[config.mk]
export PLATFORM = sky130hd
export DESIGN_NAME = multiword_add_seq
export DESIGN_NICKNAME = d
export VERILOG_FILES = /design/src/rtl/add_pkg.sv /design/src/rtl/word_adder.sv /design/src/rtl/multiword_add_seq.sv
export SDC_FILE = /design/constraint.sdc
export NUM_CORES = 1
export LEC_CHECK = 0
export ABC_AREA = 1
export CORE_MARGIN = 2
export CORE_UTILIZATION = 46
export DETAILED_ROUTE_END_ITERATION = 10
export HOLD_SLACK_MARGIN = 0.08
export PLACE_DENSITY = 0.68
export SETUP_SLACK_MARGIN = 0.3
export SYNTH_ARGS = -nofsm -noshare
export SYNTH_HDL_FRONTEND = slang
export SYNTH_HIERARCHICAL = 1
export SYNTH_SLANG_ARGS = --single-unit
export TNS_END_PERCENT = 50
[constraint.sdc]
create_clock -name clk -period 27.5 [get_ports clk]
set_input_delay 6.875 -clock clk [delete_from_list [all_inputs] [get_ports clk]]
set_output_delay 6.875 -clock clk [all_outputs]
set_load 0.01 [all_outputs]
[src/rtl/add_pkg.sv]
// Shared definitions for the sequential multi-word adder: FSM states,
// default slice width and the signed-overflow rule.
package add_pkg;

  localparam int DEFAULT_WORD_W = 32;

  typedef enum logic [1:0] {
    ST_IDLE = 2'd0,
    ST_RUN  = 2'd1,
    ST_DONE = 2'd2
  } state_t;

  // Two's-complement overflow: operands agree in sign but the result does not.
  function automatic logic signed_ovf(input logic a_msb, input logic b_msb,
                                      input logic s_msb);
    return (a_msb == b_msb) && (s_msb != a_msb);
  endfunction

endpackage

[src/rtl/word_adder.sv]
// Combinational WORD_W-bit adder with full carry-in to carry-out propagation.
module word_adder #(
  parameter int WORD_W = add_pkg::DEFAULT_WORD_W
) (
  input  logic [WORD_W-1:0] a,
  input  logic [WORD_W-1:0] b,
  input  logic              cin,
  output logic [WORD_W-1:0] sum,
  output logic              cout
);

  logic [WORD_W:0] full;

  assign full = {1'b0, a} + {1'b0, b} + {{WORD_W{1'b0}}, cin};
  assign sum  = full[WORD_W-1:0];
  assign cout = full[WORD_W];

endmodule

[src/rtl/multiword_add_seq.sv]
// Sequential W-bit add/subtract built from one WORD_W adder reused LSB-first
// over NUM_WORDS slices, with valid/ready handshakes on input and output.
module multiword_add_seq
  import add_pkg::*;
#(
  parameter int WORD_W    = DEFAULT_WORD_W,
  parameter int NUM_WORDS = 4,
  localparam int W        = WORD_W * NUM_WORDS
) (
  input  logic         clk,
  input  logic         rst,
  input  logic         in_valid,
  output logic         in_ready,
  input  logic [W-1:0] in_a,
  input  logic [W-1:0] in_b,
  input  logic         in_cin,
  input  logic         in_sub,
  output logic         out_valid,
  input  logic         out_ready,
  output logic [W-1:0] out_sum,
  output logic         out_cout,
  output logic         out_ovf,
  output logic         busy,
  output logic [1:0]   dbg_state
);

  // Handshakes: a transfer happens on a rising edge where valid && ready are
  // both high; valid, once raised, holds its payload stable until that edge.

  localparam int IDX_W = (NUM_WORDS > 1) ? $clog2(NUM_WORDS) : 1;
  localparam logic [IDX_W-1:0] LAST_IDX = IDX_W'(NUM_WORDS - 1);

  state_t           state_q, state_d;
  logic [IDX_W-1:0] idx_q, idx_d;
  logic             carry_q, carry_d;
  logic [W-1:0]     a_q, a_d;
  logic [W-1:0]     b_q, b_d;
  logic [W-1:0]     sum_q, sum_d;
  logic             cout_q, cout_d;
  logic             ovf_q, ovf_d;
  logic             in_ready_q, in_ready_d;
  logic             out_valid_q, out_valid_d;
  logic             busy_q, busy_d;

  logic [WORD_W-1:0] wa_a, wa_b, wa_sum;
  logic              wa_cout;

  assign wa_a = a_q[idx_q*WORD_W +: WORD_W];
  assign wa_b = b_q[idx_q*WORD_W +: WORD_W];

  word_adder #(.WORD_W(WORD_W)) u_word_adder (
    .a    (wa_a),
    .b    (wa_b),
    .cin  (carry_q),
    .sum  (wa_sum),
    .cout (wa_cout)
  );

  always_comb begin
    state_d     = state_q;
    idx_d       = idx_q;
    carry_d     = carry_q;
    a_d         = a_q;
    b_d         = b_q;
    sum_d       = sum_q;
    cout_d      = cout_q;
    ovf_d       = ovf_q;
    in_ready_d  = in_ready_q;
    out_valid_d = out_valid_q;
    busy_d      = busy_q;

    unique case (state_q)
      ST_IDLE: begin
        if (in_valid) begin
          // Subtraction is A + ~B + 1, so B is inverted once at capture.
          a_d        = in_a;
          b_d        = in_b ^ {W{in_sub}};
          carry_d    = in_sub ? 1'b1 : in_cin;
          idx_d      = '0;
          in_ready_d = 1'b0;
          busy_d     = 1'b1;
          state_d    = ST_RUN;
        end
      end
      ST_RUN: begin
        sum_d[idx_q*WORD_W +: WORD_W] = wa_sum;
        carry_d = wa_cout;
        idx_d   = idx_q + 1'b1;
        if (idx_q == LAST_IDX) begin
          cout_d      = wa_cout;
          ovf_d       = signed_ovf(a_q[W-1], b_q[W-1], wa_sum[WORD_W-1]);
          idx_d       = '0;
          out_valid_d = 1'b1;
          state_d     = ST_DONE;
        end
      end
      ST_DONE: begin
        if (out_ready) begin
          out_valid_d = 1'b0;
          in_ready_d  = 1'b1;
          busy_d      = 1'b0;
          state_d     = ST_IDLE;
        end
      end
      default: begin
        state_d     = ST_IDLE;
        in_ready_d  = 1'b1;
        out_valid_d = 1'b0;
        busy_d      = 1'b0;
      end
    endcase
  end

  always_ff @(posedge clk or posedge rst) begin
    if (rst) begin
      state_q     <= ST_IDLE;
      idx_q       <= '0;
      carry_q     <= 1'b0;
      a_q         <= '0;
      b_q         <= '0;
      sum_q       <= '0;
      cout_q      <= 1'b0;
      ovf_q       <= 1'b0;
      in_ready_q  <= 1'b1;
      out_valid_q <= 1'b0;
      busy_q      <= 1'b0;
    end else begin
      state_q     <= state_d;
      idx_q       <= idx_d;
      carry_q     <= carry_d;
      a_q         <= a_d;
      b_q         <= b_d;
      sum_q       <= sum_d;
      cout_q      <= cout_d;
      ovf_q       <= ovf_d;
      in_ready_q  <= in_ready_d;
      out_valid_q <= out_valid_d;
      busy_q      <= busy_d;
    end
  end

  assign in_ready  = in_ready_q;
  assign out_valid = out_valid_q;
  assign out_sum   = sum_q;
  assign out_cout  = cout_q;
  assign out_ovf   = ovf_q;
  assign busy      = busy_q;
  assign dbg_state = state_q;

endmodule
==> results.toml <==
[sta]
final-max-slew-violation-count = 0
maxSlewHeadroom_pct = 14.6
fmax_mhz = 108
finalCritPeriodShare_pct = 33.7
hold_viol = 0
hold_ws_ps = 467
fin_crit_ps = 9270
rsz0062_at_grt = "no"
setup_tns_ps = 0
fin_skew_ps = 10.3
tightest_slew_ps = 1280
setup_violations = 0

[drt]
drtPass1Iterations = 6
wl_per_cell_um = 17.3
top_layer = "met4"
via_count = 18300
routed-wl-met2_mm = 28.3
via_per_inst = 5.07
wl_met3_mm = 4.02
wl_met1_mm = 27.9
drc = 0
drt-total-wl_mm = 62.4
drt_iter0_drc = 1373
drtAntennaViolNets = 0

[synth]
synth_seq_cells = 394
async_flop_share_pct = 100
synth_common_cells = "nand2_1, dfrtp_1, o21ai_0"
post-synth-top-count-cell = "nand2_1"
ys_types = 33
synth.avg_cell_area_um2 = 7.64
ys_warn_count = 6
synth_top_area_share_pct = 48.1
postSynthCellCount = 2674
synth_edf_count = 0
synth_seq_area_share_pct = 48.3
synthFlopType = "dfrtp_1"
synthesis.area_um2 = 20400
synth_top_cells_by_area = "dfrtp_1, nand2_1, o21ai_0"
synthesis.nets = 2974
yosysTopAreaCell = "dfrtp_1"

[floorplan]
die_y_um = 215
ios = 397
core_um2 = 44000
start_util_pct = 46.4
dieArea_um2 = 46100
num_rows = 77
die_w_um = 215

[global_route]
grt_max_degree = 181
grt_usage_pct = 27.0
grt_pass1_vias = 17800
grt_remaining_overflow = 0
antenna_found_initial = 1
grt_pass1_wl_mm = 98.0

[critical_path]
cp_top_family = "buffers and inverters"
worstSetupPathType = "input pin to register"
crit_chain = "clkdlybuf4s50_1, nand2_8, inv_4, buf_4, o21ai_0, nand3_1"
slowest_delay_ps = 760
cp_max_fo = 149
cp-start-kind = "input pin"
cp.required_ps = 28000
worstPathArrival_ps = 9780
crit_slowest_cell = "inv_4"
endpoint_kind = "register"
critPathBufInv = 3

[clocking]
clk_pin_slew_ps = 60
cts-root-buf = "clkbuf_16"
cts_made_buffers = 43
cts_tree = "done"
holdBufCountCts = 0
clkSinkCount = 394
cts_max_path_buffers = 3
post_cts_buffers = 0
htree_levels = 2
insertion_delay_ps = 570
cts_resized = 0

[flow_run]
cap_violations = 0

[place]
globalplace.congestion = 0.866
hpwlAfterDp_mm = 45.0
dp.cells = 3532
io_buffer_count = 396

[status]
outcome = "complete, no violations"

[power_and_ir_drop]
power_density_nw_per_um2 = 140
irDropWorstVdd_mv = 0.0625
p_leak_nw = 13.0

[finish]
fin_cells = 3609
syn2layout_area_growth_pct = 26.4
final_nets = 3285
drive_gt1_share_pct = 3.38

[worst_hold_path]
min-delay-path-class = "register to register"
## placed cells by master, fill, tap and decap left out, drive strengths merged, types with 2 or more instances in the layout
master / netlist / final
inv: 161 / 164
a21oi: 22 / 22
nand3b: 2 / 2
nand3: 36 / 36
xor2: 15 / 15
clkinvlp: 0 / 3
buf: 83 / 15
o22ai: 64 / 64
fa: 2 / 2
nand4: 4 / 4
nor3: 5 / 5
xnor2: 128 / 128
ha: 36 / 36
clkinv: 1 / 2
nor2: 206 / 206
o21ai: 263 / 263
nand2: 1188 / 1188
dfrtp: 393 / 393
clkdlybuf4s50: 0 / 395
clkbuf: 61 / 69
## path summary, 6_finish.rpt
| kind | startpoint | to | slack [ps] | cells after the start |
|---|---|---|---|---|
| worst min-delay path | in_ready | in_ready | 470 | 2 |
| worst max register to register | idx_q[1] | out_sum[112] | 22820 | 18 |
| worst min register to register | in_ready | in_ready | 470 | 2 |
| worst max-delay path | in_valid | carry_q | 18230 | 6 |
| min in group asynchronous | rst | a_q[3] | 6960 | 2 |
| max in group asynchronous | rst | b_q[124] | 19000 | 3 |
## worst reg2reg max path, stage by stage, from the launching register on
cell	delay, ps
dfrtp_2	330
buf_4	630
inv_2	540
buf_4	440
o21ai_0	170
o22ai_1	180
fa_1	520
fa_1	480
nand3_1	120
nand3_1	120
nand2_1	100
nand2_2	80
nand2_1	70
nand3b_1	80
xor2_1	250
nand2_1	150
nor2_1	210
nand2_1	90
nand2_1	70
## state kept, by name (all words and copies together) (netlist names)
name / cells
idx_q: 2
b_q: 128
in_ready: 1
out_ovf: 1
a_q: 128
busy: 1
out_valid: 1
out_sum: 128
dbg_state: 2
out_cout: 1
carry_q: 1
## per-stage QoR
stage	cell area, um^2	utilization, %	setup WS (ps)	power (W)
2_1_floorplan	20400	-	9670	0.00235
3_3_place_gp	24400	55.5	17710	0.00303
3_5_place_dp	24400	55.5	17620	0.00306
4_1_cts	25800	58.6	18220	0.00363
5_1_grt	25800	58.6	18000	0.00396
6_report	25800	58.6	18230	0.00363
## report_power, final
group	switching [W]	internal, W	leakage (nW)
registers	0.000146	0.000833	5.06
clock network	0.000236	0.000325	0.661
logic	0.00138	0.000702	7.30
total	0.00177	0.00186	13.0
## layer usage
metal,vias up,global-route usage (%)
li1,8940,-
met1,8625,36.8
met2,637,43.1
met3,101,4.26
met4,0,10.8
met5,-,0
## final cells by class
class | count | area [um^2]
inverters | 162 | 621
repair buffers | 410 | 4080
clock buffers | 69 | 1300
diodes | 1 | 2.50
clock inverters | 7 | 61.3
multi-input cells | 1974 | 9130
flip-flops and latches | 394 | 9870
fillers | 4044 | 18200
well taps | 592 | 741
## kinds of logic (layout without fill, tap and decap cells)
group	after synthesis	in the layout	synth area share (%)
and+or+nand+nor	1442	1442	27.1
DFF	394	394	48.3
buffers and inverters	306	648	7.07
xor gates and xnor gates	143	143	6.13
AOI/OAI and AO/OA	351	351	9.02
other	0	1	0
adders and majority gates	38	38	2.40
(Power assumes the default switching activity.)
